`src/rtl/upd_mux_pkg.sv`:
```
// Shared defaults and helpers for the round-robin update mux.
package upd_mux_pkg;

   function automatic int unsigned clog2(input int unsigned value);
      int unsigned r;
      int unsigned x;
      r = 0;
      x = (value > 0) ? value - 1 : 0;
      while (x > 0) begin
         r++;
         x = x >> 1;
      end
      return r;
   endfunction

   localparam int unsigned DEF_WIDTH      = 8;
   localparam int unsigned DEF_NUM_INPUTS = 16;
   localparam int unsigned DEF_WIDTH_SEL  = clog2(DEF_NUM_INPUTS);
   localparam int unsigned CNT_W          = 16;

endpackage

```
`src/rtl/upd_rr_mux_arbiter.sv`:
```
// Combinational round-robin search: first requesting lane at or above ptr, wrapping.
module rr_arbiter
   import upd_mux_pkg::*;
#(
   parameter int unsigned NUM_INPUTS = DEF_NUM_INPUTS,
   parameter int unsigned WIDTH_sel  = DEF_WIDTH_SEL
) (
   input  logic [NUM_INPUTS-1:0] req,
   input  logic [WIDTH_sel-1:0]  ptr,
   output logic [NUM_INPUTS-1:0] gnt,
   output logic [WIDTH_sel-1:0]  gnt_idx,
   output logic                  any_req
);

   int unsigned idx;
   logic        found;

   always_comb begin
      gnt     = '0;
      gnt_idx = '0;
      found   = 1'b0;
      idx     = 0;
      for (int unsigned i = 0; i < NUM_INPUTS; i++) begin
         // ptr is always < NUM_INPUTS, so a single subtraction wraps the index
         idx = 32'(ptr) + i;
         if (idx >= NUM_INPUTS) idx = idx - NUM_INPUTS;
         if (!found && req[idx]) begin
            found        = 1'b1;
            gnt[idx]     = 1'b1;
            gnt_idx      = idx[WIDTH_sel-1:0];
         end
      end
   end

   assign any_req = |req;

endmodule

```
`src/rtl/upd_rr_mux.sv`:
```
// Round-robin N:1 update mux with registered output stage.
// Optional transfer counter output cnt_o enabled by macro UPD_RR_MUX_CNT_EN.
module upd_rr_mux
   import upd_mux_pkg::*;
#(
   parameter int unsigned WIDTH      = DEF_WIDTH,
   parameter int unsigned WIDTH_sel  = DEF_WIDTH_SEL,
   parameter int unsigned NUM_INPUTS = DEF_NUM_INPUTS
) (
   input  logic                        clk,
   input  logic                        rst_n,
   input  logic [NUM_INPUTS*WIDTH-1:0] a_i,
   input  logic [NUM_INPUTS-1:0]       valid_i,
   output logic [NUM_INPUTS-1:0]       ready_o,
   output logic [WIDTH-1:0]            y_o,
   output logic [WIDTH_sel-1:0]        sel_o,
   output logic                        valid_o,
   input  logic                        ready_i
`ifdef UPD_RR_MUX_CNT_EN
   ,
   output logic [CNT_W-1:0]            cnt_o
`endif
);

   logic [NUM_INPUTS-1:0] gnt;
   logic [WIDTH_sel-1:0]  gnt_idx;
   logic [WIDTH_sel-1:0]  ptr;
   logic [WIDTH_sel-1:0]  ptr_next;
   logic                  any_req;
   logic                  load;
   logic                  accept;
   logic [WIDTH-1:0]      win_word;

   rr_arbiter #(
      .NUM_INPUTS (NUM_INPUTS),
      .WIDTH_sel  (WIDTH_sel)
   ) u_arb (
      .req     (valid_i),
      .ptr     (ptr),
      .gnt     (gnt),
      .gnt_idx (gnt_idx),
      .any_req (any_req)
   );

   assign load     = !valid_o || ready_i;
   // rst_n gates the grant so ready_o is forced low while reset is held
   assign accept   = rst_n && load && any_req;
   assign ready_o  = accept ? gnt : '0;
   assign win_word = a_i[gnt_idx*WIDTH +: WIDTH];
   assign ptr_next = (gnt_idx == WIDTH_sel'(NUM_INPUTS - 1)) ? '0 : gnt_idx + 1'b1;

   always_ff @(posedge clk or negedge rst_n) begin
      if (!rst_n) begin
         ptr     <= '0;
         y_o     <= '0;
         sel_o   <= '0;
         valid_o <= 1'b0;
      end else if (load) begin
         if (any_req) begin
            y_o     <= win_word;
            sel_o   <= gnt_idx;
            valid_o <= 1'b1;
            ptr     <= ptr_next;
         end else begin
            valid_o <= 1'b0;
         end
      end
   end

`ifdef UPD_RR_MUX_CNT_EN
   always_ff @(posedge clk or negedge rst_n) begin
      if (!rst_n)
         cnt_o <= '0;
      else if (valid_o && ready_i && cnt_o != '1)
         cnt_o <= cnt_o + 1'b1;
   end
`endif

endmodule
```
`config.mk`:
```
export PLATFORM = sky130hd
export DESIGN_NAME = upd_rr_mux
export DESIGN_NICKNAME = d
export VERILOG_FILES = /design/src/rtl/upd_mux_pkg.sv /design/src/rtl/upd_rr_mux_arbiter.sv /design/src/rtl/upd_rr_mux.sv
export SDC_FILE = /design/constraint.sdc
export NUM_CORES = 1
export LEC_CHECK = 0
export ABC_AREA = 1
export BUFFER_PORTS_ARGS = -buffer_cell sky130_fd_sc_hd__buf_2
export CORE_UTILIZATION = 30
export CTS_CLUSTER_SIZE = 12
export DETAILED_ROUTE_END_ITERATION = 8
export HOLD_SLACK_MARGIN = 0.03
export PLACE_DENSITY = 0.59
export SLEW_MARGIN = 20
export SYNTH_ARGS = -nofsm -noshare
export SYNTH_HDL_FRONTEND = slang
export SYNTH_HIERARCHICAL = 1
export SYNTH_SLANG_ARGS = --single-unit
```
`constraint.sdc`:
```
create_clock -name clk -period 7.7 [get_ports clk]
set_input_delay 0.385 -clock clk [delete_from_list [all_inputs] [get_ports clk]]
set_output_delay 0.385 -clock clk [all_outputs]
set_load 0.01 [all_outputs]
```
==> impl_metrics.json, run 1 <==
{
  "status": "completed",
  "postRouteAntennaNets": 0,
  "dieHeight_um": 152,
  "area_delta_synth_final_pct": 15.7,
  "fmax_mhz": 167,
  "wl_um": 31900,
  "slowest_delay_ps": 850,
  "syn_nets": 1587,
  "critPathCaptureType": "register",
  "critPathArrivalTime_ps": 6180,
  "worst-path-max-fanout": 65,
  "drv_slew": 0,
  "synth_cells": 1419,
  "post_cts_buffers": 0,
  "clkSinkCount": 17,
  "syn-cell-area_um2": 6770,
  "setup_slack_ps": 1720,
  "postLayoutCellArea_um2": 7830,
  "slew_headroom_pct": 28.7,
  "antenna_cells": 0,
  "gr-total-overflow": 0,
  "io_buffers": 175,
  "coreArea_um2": 22000,
  "dpl_cell_area_um2": 7750,
  "hold_path.class": "in2async",
  "num_io_pins": 176,
  "num_rows": 54,
  "chipWidth_um": 152,
  "cts_repair_resize_count": 0,
  "ys_ff_latch": 17,
  "root_buffer": "clkbuf_16",
  "numCtsBuffers": 3,
  "syn_area_per_cell_um2": 4.77,
  "post-route-period-util_pct": 77.6,
  "critPathMostFrequentCell": "nand2_1",
  "drc_errors": 0,
  "grt_max_degree": 67,
  "antenna_found_initial": 1,
  "seq_area_frac_synth_pct": 6.28,
  "clk_latency_ps": 260,
  "fin_tns_setup_ps": 0,
  "critPathKind": "reg2reg",
  "grtUsageTotal_pct": 26.8,
  "worstMarginPinSlew_ps": 1070,
  "finalSetupViolations": 0,
  "use_met1_pct": 33.2,
  "grt_util_met3_pct": 6.88,
  "die_area_um2": 23200,
  "r2r-start": "ptr[1]",
  "fin_util_pct": 35.7,
  "gp_congestion": 1.02,
  "cp.required_ps": 7900,
  "grt_busiest_layer": "met2",
  "ys_types": 40,
  "maxCapViolCount": 0,
  "grt_pass1_vias": 9060,
  "cts_buffer_depth": 2,
  "rsz0062_at_grt": "no",
  "hold_viol": 0,
  "yosys_warnings": 6,
  "layout.nets": 1717,
  "startpoint_type": "register",
  "viasPerCell": 5.35,
  "cts_tree": "yes",
  "drive_gt1_share_pct": 15.8,
  "timing.critical_path.from": "ptr[1]",
  "crit_path_top_delay_cell": "dfrtp_1",
  "drt_iter0_drc": 1062,
  "grt_first_pass_wirelength_um": 49200,
  "htree_levels": 1,
  "start_util_pct": 30.8,
  "met2_usage_pct": 44.0,
  "dp_hpwl_um": 24700,
  "skew_ps": 6.94,
  "fin_crit_ps": 5980,
  "path_clk_slew_ps": 60,
  "dr.pass1.iters": 6,
  "holdBufCountCts": 0,
  "wl_per_cell_um": 17.5,
  "vias": 9780,
  "dpl_worst_slack_ps": 1870
}
[synth_stat cells (all sizes together)]
cell type	count	area (µm²)
a211oi	1	7.51
ha	21	263
dfrtp	17	425
nor4	4	25.0
nand4	45	315
a21boi	1	7.51
or2	3	18.8
o22ai	1	6.26
inv	127	479
xor2	4	57.6
nor3	30	160
clkbuf	25	93.8
buf	41	280
nor2	320	1240
o211ai	16	135
clkinv	3	11.3
nand3b	7	52.6
nand3	198	1000
a21oi	21	105
a22oi	1	7.51
a31oi	1	6.26
o21a	1	7.51
nand2	487	1850
o21ai	44	220
[stage by stage]
| step | std cells | hold WS, ps |
|---|---|---|
| 2_1_floorplan | 1419 | 89.4 |
| 3_3_place_gp | 1824 | 353 |
| 3_5_place_dp | 1824 | 354 |
| 4_1_cts | 1828 | 79.7 |
| 5_1_grt | 1828 | 91.7 |
| 6_report | 1828 | 64.4 |
[worst max-delay path, delay by kind of cell, from the launching register on]
family                   cells  cell delay, ps
adder cells (fa/ha/maj)      1             470
buffers and inverters        4            1190
flip-flops                   1             850
AND/OR/NAND/NOR             22            3320
[kinds of logic after synthesis]
family | after synthesis | synth area share [%]
AO/OA/AOI/OAI | 87 | 7.43
XOR/XNOR | 4 | 0.850
adder cells (fa/ha/maj) | 21 | 3.88
buffers and inverters | 196 | 12.8
flip-flops | 17 | 6.28
AND/OR/NAND/NOR | 1094 | 68.8
[area by class of cell]
cell class,instances,area (µm²)
clock inverters,1,7.51
repair buffers,191,996
fillers,2584,14100
multi-input cells,1206,5490
well taps,280,350
clock buffers,3,75.1
flip-flops and latches,17,425
inverters,130,490
[worst paths after layout]
check / depth (start not counted) / end / slack, ps
min in group clk: 4 / valid_o / 410
max in group asynchronous: 1 / sel_o[3] / 7340
worst max-delay path: 27 / y_o[7] / 1720
worst max register to register: 27 / y_o[7] / 1720
worst min register to register: 2 / y_o[2] / 470
worst min-delay path: 1 / y_o[5] / 60
[placed cells by master (no fill, tap or decap), types with 2 or more instances in the layout]
cell / instances
buf_4: 16
inv_2: 18
nand3_2: 2
xor2_2: 3
buf_2: 175
nand3b_1: 7
nand2_2: 9
nand4_2: 3
o211ai_2: 3
o211ai_1: 13
nor2_1: 314
o21ai_0: 31
a21oi_1: 21
ha_1: 21
nand4_1: 41
nor4_1: 4
inv_1: 108
or2_1: 2
nor3_2: 2
nand3_1: 196
o21ai_1: 13
clkbuf_16: 3
nor2_2: 3
nor3_1: 28
dfrtp_1: 17
nand2_1: 478
clkinv_1: 3
nor2_4: 2
[routing by layer]
layer / part of all wire [%] / vias to the layer above / wire length [µm]
met3: 11 / 73 / 3590
met2: 45 / 613 / 14300
met4: 3.6 / 2 / 1160
li1: - / 4793 / -
met5: 0.031 / - / 10
met1: 40 / 4299 / 12800
[registers in the layout, summed over array words and instances (netlist names)]
signal and flops:
ptr 4, sel_o 4, valid_o 1, y_o 8
Power of run 1 is not shown: default switching activity piles up to over one toggle a cycle in this logic, so the estimate is an artifact.
==> run 2, diff against run 1 <==
ABC_AREA = 0   (was 1)
PLACE_DENSITY = 0.62   (was 0.59)
clock period = 5.4 ns   (was 7.7 ns; I/O delays follow)
==> run 2 against run 1 <==
  * Critical path depth shrank 10
  * Maximum frequency is 14% higher
  * Hold slack lost 15 ps
  * Via count fell by 27%
  * Synthesized cell count fell by 49%
  * Wire length fell by 16%
  * Sequential share of layout area is 0.34 points higher
  * Critical endpoint is now y_o[1]
  * Highest routed layer is now met4
==> impl_metrics.json, run 2 <==
{
  "status": "completed",
  "antenna_found_initial": 0,
  "clk_latency_ps": 250,
  "critPathCaptureType": "register",
  "dr.pass1.iters": 5,
  "holdBufCountCts": 0,
  "synth_top_family_by_area": "multiplexers",
  "grt_pass1_vias": 6859,
  "yosys.area_share.xor_xnor_pct": 2.85,
  "gr-total-overflow": 0,
  "num_io_pins": 176,
  "critPathKind": "reg2reg",
  "dp_hpwl_um": 21900,
  "wl_um": 27000,
  "synthTopCellsByCount": "nand2_1, mux2i_1, nand3_1",
  "antenna_cells": 0,
  "skew_ps": 1.85,
  "fin_tns_setup_ps": 0,
  "async_flop_share_pct": 100,
  "io_buffers": 175,
  "synth_most_common_cell": "nand2_1",
  "cts_tree": "yes",
  "startpoint_type": "register",
  "slew_headroom_pct": 29.4,
  "layout.nets": 1072,
  "critPathArrivalTime_ps": 5350,
  "postRouteAntennaNets": 0,
  "r2r-start": "ptr[0]",
  "seq_area_frac_synth_pct": 7.28,
  "grtUsageTotal_pct": 26.7,
  "chipWidth_um": 142,
  "drv_slew": 0,
  "root_buffer": "clkbuf_16",
  "synth_top_area_share_pct": 16.2,
  "grt_first_pass_wirelength_um": 40700,
  "syn_area_per_cell_um2": 8.05,
  "synth-simple-area-share_pct": 26.7,
  "gp_congestion": 1.04,
  "num_rows": 50,
  "ys_ff_latch": 17,
  "syn_nets": 894,
  "largest_reg_flops": 8,
  "worstMarginPinSlew_ps": 1060,
  "yosys.area.top_type": "mux4_2",
  "start_util_pct": 30.9,
  "ys_types": 77,
  "reg_top3": "y_o (8), ptr (4), sel_o (4)",
  "synth_compound_area_share_pct": 22.5,
  "worst-path-max-fanout": 30,
  "synthAdderAreaFrac_pct": 4.49,
  "syn-cell-area_um2": 5850,
  "hold_path.class": "in2async",
  "wl_per_cell_um": 23.2,
  "grt_max_degree": 35,
  "layout_commonest_cell": "buf_2",
  "fin_crit_ps": 5220,
  "numCtsBuffers": 3,
  "largest-register": "y_o",
  "synth_mux_area_share_pct": 30.2,
  "dieHeight_um": 142,
  "path_clk_slew_ps": 50,
  "clkSinkCount": 17,
  "drt_iter0_drc": 734,
  "rsz0062_at_grt": "no",
  "maxCapViolCount": 0,
  "coreArea_um2": 18900,
  "die_area_um2": 20100,
  "yosys_warnings": 6,
  "most-common-layout-cells": "buf_2, nand2_1, buf_4",
  "hold_viol": 0,
  "vias": 7134,
  "r2r-end": "y_o[1]",
  "ys.flop_type": "dfrtp_1",
  "synth_cells": 726,
  "drive_gt1_share_pct": 36.1,
  "viasPerCell": 6.13,
  "finalSetupViolations": 0,
  "reg2reg_slack_ps": 180,
  "cp.required_ps": 5530,
  "post-route-period-util_pct": 96.7,
  "area_delta_synth_final_pct": 26.1,
  "cts_buffer_depth": 2,
  "synthTopCellsByArea": "mux4_2, mux2i_1, dfrtp_1",
  "fmax_mhz": 191,
  "synth-edff-count": 0,
  "htree_levels": 1,
  "ff2ff_path_depth": 17,
  "drc_errors": 0
}
run 2: worst max-delay path, cell delays in order (launching register included):
cell	delay, ps
dfrtp_1	380
inv_1	100
buf_4	150
ha_1	260
xor2_2	540
mux2i_1	450
mux2_2	310
nand2_1	90
or4_4	620
or3_1	490
o22ai_1	240
a41oi_1	100
a211oi_4	250
buf_12	240
mux4_2	320
mux2i_1	210
nor2_1	70
a211o_1	270
run 2: area by class of cell:
| cell class | count | area [µm²] |
|---|---|---|
| fillers | 2005 | 11500 |
| multi-input cells | 636 | 5130 |
| repair buffers | 235 | 1380 |
| flip-flops and latches | 17 | 425 |
| well taps | 260 | 325 |
| clock buffers | 4 | 78.8 |
| inverters | 11 | 41.3 |
run 2: per-stage QoR:
stage                     hold WS, ps  std cells  setup WS (ps)  cell area (µm²)  util (%)
after floorplan                 -25.6        726           37.5             5890         -
after global placement            330       1159            263             7280      38.5
after detailed placement          338       1159            281             7280      38.5
after CTS                        72.6       1163            251             7360      39.0
after global routing              111       1163           2.95             7370      39.0
final                            49.9       1163            177             7370      39.0
run 2: worst max path at each step:
stage / start / to / slack (ps) / cells after the start
2_1_floorplan: ptr[0] / y_o[2] / 40 / 24
3_3_place_gp: ptr[0] / y_o[1] / 260 / 16
3_5_place_dp: ptr[0] / y_o[1] / 280 / 16
4_1_cts: ptr[0] / y_o[1] / 250 / 16
5_1_grt: ptr[0] / y_o[1] / 3 / 17
6_report: ptr[0] / y_o[1] / 180 / 17
run 2: kinds of logic (layout without fill, tap and decap cells):
kind of cell,count (synthesis),count (layout)
buffers and inverters,73,250
XOR/XNOR,16,16
multiplexers,116,116
adder cells (fa/ha/maj),21,21
AO/OA/AOI/OAI,174,174
flip-flops,17,17
AND/OR/NAND/NOR,309,309
run 2: what timing repair did:
action                     in CTS  in global routing
resized for setup               0                  3
setup endpoints to repair       0                  1
hold endpoints to repair        0                  0
buffers inserted                0                  0
run 2: layer usage:
layer | up-vias | track usage (%) | part of all wire [%]
li1 | 3241 | - | -
met1 | 3359 | 33.8 | 39
met2 | 474 | 44.6 | 47
met3 | 60 | 3.10 | 9.1
met4 | 0 | 14.3 | 5.3
met5 | - | 0 | 0
Power of run 2 is left out for the same reason.
==> run 3, diff against run 2 <==
CORE_UTILIZATION = 35   (was 30)
PLACE_DENSITY = 0.69   (was 0.62)
==> run 3 against run 2 <==
  * Clock-buffer cell count is 1 lower
  * Largest cell class unchanged
  * Sequential share of layout area is 0.075 points higher
  * First-iteration DRC count is 29% higher
  * Die area is 14% lower
  * Non-clock buffer count is 4 lower
  * Maximum frequency is 2.4% higher
  * Clock skew is 0.54 ps higher
==> impl_metrics.json, run 3 (synthesized netlist as in run 2, its figures left out) <==
{
  "most-common-layout-cells": "buf_2, nand2_1, buf_4",
  "coreArea_um2": 16100,
  "grt_busiest_layer": "met2",
  "worstMarginPinSlew_ps": 994,
  "clk_latency_ps": 250,
  "num_io_pins": 176,
  "drv_slew": 0,
  "post-route-period-util_pct": 94.4,
  "grt_first_pass_wirelength_um": 40400,
  "cts_buffer_depth": 2,
  "grt_util_met3_pct": 3.74,
  "layout_commonest_cell": "buf_2",
  "layout.nets": 1068,
  "largest-register": "y_o",
  "num_rows": 46,
  "vias": 7262,
  "slew_headroom_pct": 33.7,
  "finalSetupViolations": 0,
  "dieHeight_um": 131,
  "chipWidth_um": 131,
  "dr.pass1.iters": 5,
  "area_delta_synth_final_pct": 24.5,
  "viasPerCell": 6.51,
  "met2_usage_pct": 51.6,
  "cp.required_ps": 5540,
  "fin_crit_ps": 5100,
  "postRouteAntennaNets": 0,
  "antenna_found_initial": 0,
  "critPathCaptureType": "register",
  "maxCapViolCount": 0,
  "grtUsageTotal_pct": 30.0,
  "crit_path_top_delay_cell": "or4_4",
  "critPathKind": "reg2reg",
  "dp_hpwl_um": 21000,
  "critPathArrivalTime_ps": 5230,
  "wl_per_cell_um": 23.5,
  "crit_family": "simple AND/OR/NAND/NOR gates",
  "post_cts_buffers": 0,
  "cts_repair_resize_count": 0,
  "drt_iter0_drc": 946,
  "die_area_um2": 17200,
  "gr-total-overflow": 0,
  "wl_um": 26300,
  "crit_buf_inv": 3,
  "path_clk_slew_ps": 60,
  "cts_tree": "yes",
  "register_area_um2": 425,
  "rsz0062_at_grt": "no",
  "fin_tns_setup_ps": 0,
  "startpoint_type": "register",
  "largest_reg_flops": 8,
  "reg_top3": "y_o (8), ptr (4), sel_o (4)",
  "slowest_delay_ps": 570,
  "root_buffer": "clkbuf_16",
  "fill_cells": 1613,
  "layoutNonFillerInstCount": 1116,
  "skew_ps": 2.39,
  "numCtsBuffers": 3,
  "gp_congestion": 1.07,
  "fmax_mhz": 196,
  "worst-path-max-fanout": 30,
  "status": "completed",
  "clkSinkCount": 17,
  "drive_gt1_share_pct": 35.6,
  "r2r-start": "ptr[0]",
  "drc_errors": 0,
  "multi_input_area_um2": 5110,
  "ff2ff_path_depth": 17,
  "numPlacedInstances": 1111,
  "grt_max_degree": 35,
  "io_buffers": 175,
  "htree_levels": 1,
  "hold_viol": 0,
  "path_cells": "inv_1, ha_1, buf_12, mux2i_1, mux4_2, nor2_1, or3_1, or4_4, or3_1, o22ai_1, a41oi_1, a211oi_4, buf_12, nor2b_1, a2111oi_0, nor4_1, a211o_1",
  "holdBufCountCts": 0,
  "use_met1_pct": 37.4,
  "reg2reg_slack_ps": 300,
  "grt_pass1_vias": 6915,
  "hold_path.class": "in2async",
  "r2r-end": "y_o[3]",
  "start_util_pct": 36.3
}
-- run 3: worst register-to-register path, cell delays in order, from the launching register on --
cell	delay, ps
dfrtp_1	350
inv_1	90
ha_1	330
buf_12	200
mux2i_1	500
mux4_2	330
nor2_1	50
or3_1	350
or4_4	570
or3_1	490
o22ai_1	240
a41oi_1	100
a211oi_4	250
buf_12	240
nor2b_1	60
a2111oi_0	460
nor4_1	90
a211o_1	280
-- run 3: layout make-up --
class	count	share of cell area (%)
Antenna cell	1	0.0344
Multi-Input combinational cell	636	70.2
Clock inverter	1	0.0688
Timing Repair Buffer	231	18.5
Clock buffer	3	1.03
Sequential cell	17	5.84
Inverter	11	0.567
Tap cell	216	3.71
-- run 3: worst max-delay path by stage --
stage	start	slack, ps	end	depth (start not counted)
2_1_floorplan	ptr[0]	40	y_o[2]	24
3_3_place_gp	ptr[0]	400	y_o[3]	18
3_5_place_dp	ptr[0]	380	y_o[3]	17
4_1_cts	ptr[0]	350	y_o[3]	17
5_1_grt	ptr[0]	80	y_o[3]	18
6_report	ptr[0]	300	y_o[3]	17
-- run 3: metal layers --
layer,share of wire (%),up-vias
met5,0,-
met4,5.2,0
met3,9.2,92
met2,48,494
met1,38,3440
li1,-,3236
-- run 3: per-stage QoR --
| stage | setup slack, ps | area (µm²) | hold WS, ps | utilization, % |
|---|---|---|---|---|
| after floorplan | 37.5 | 5890 | -25.6 | - |
| after global placement | 401 | 7200 | 315 | 44.7 |
| after detailed placement | 375 | 7200 | 332 | 44.7 |
| after CTS | 352 | 7280 | 62.4 | 45.2 |
| after global routing | 78.9 | 7280 | 97.7 | 45.2 |
| final | 302 | 7280 | 41.5 | 45.2 |
Power of run 3 is left out for the same reason.
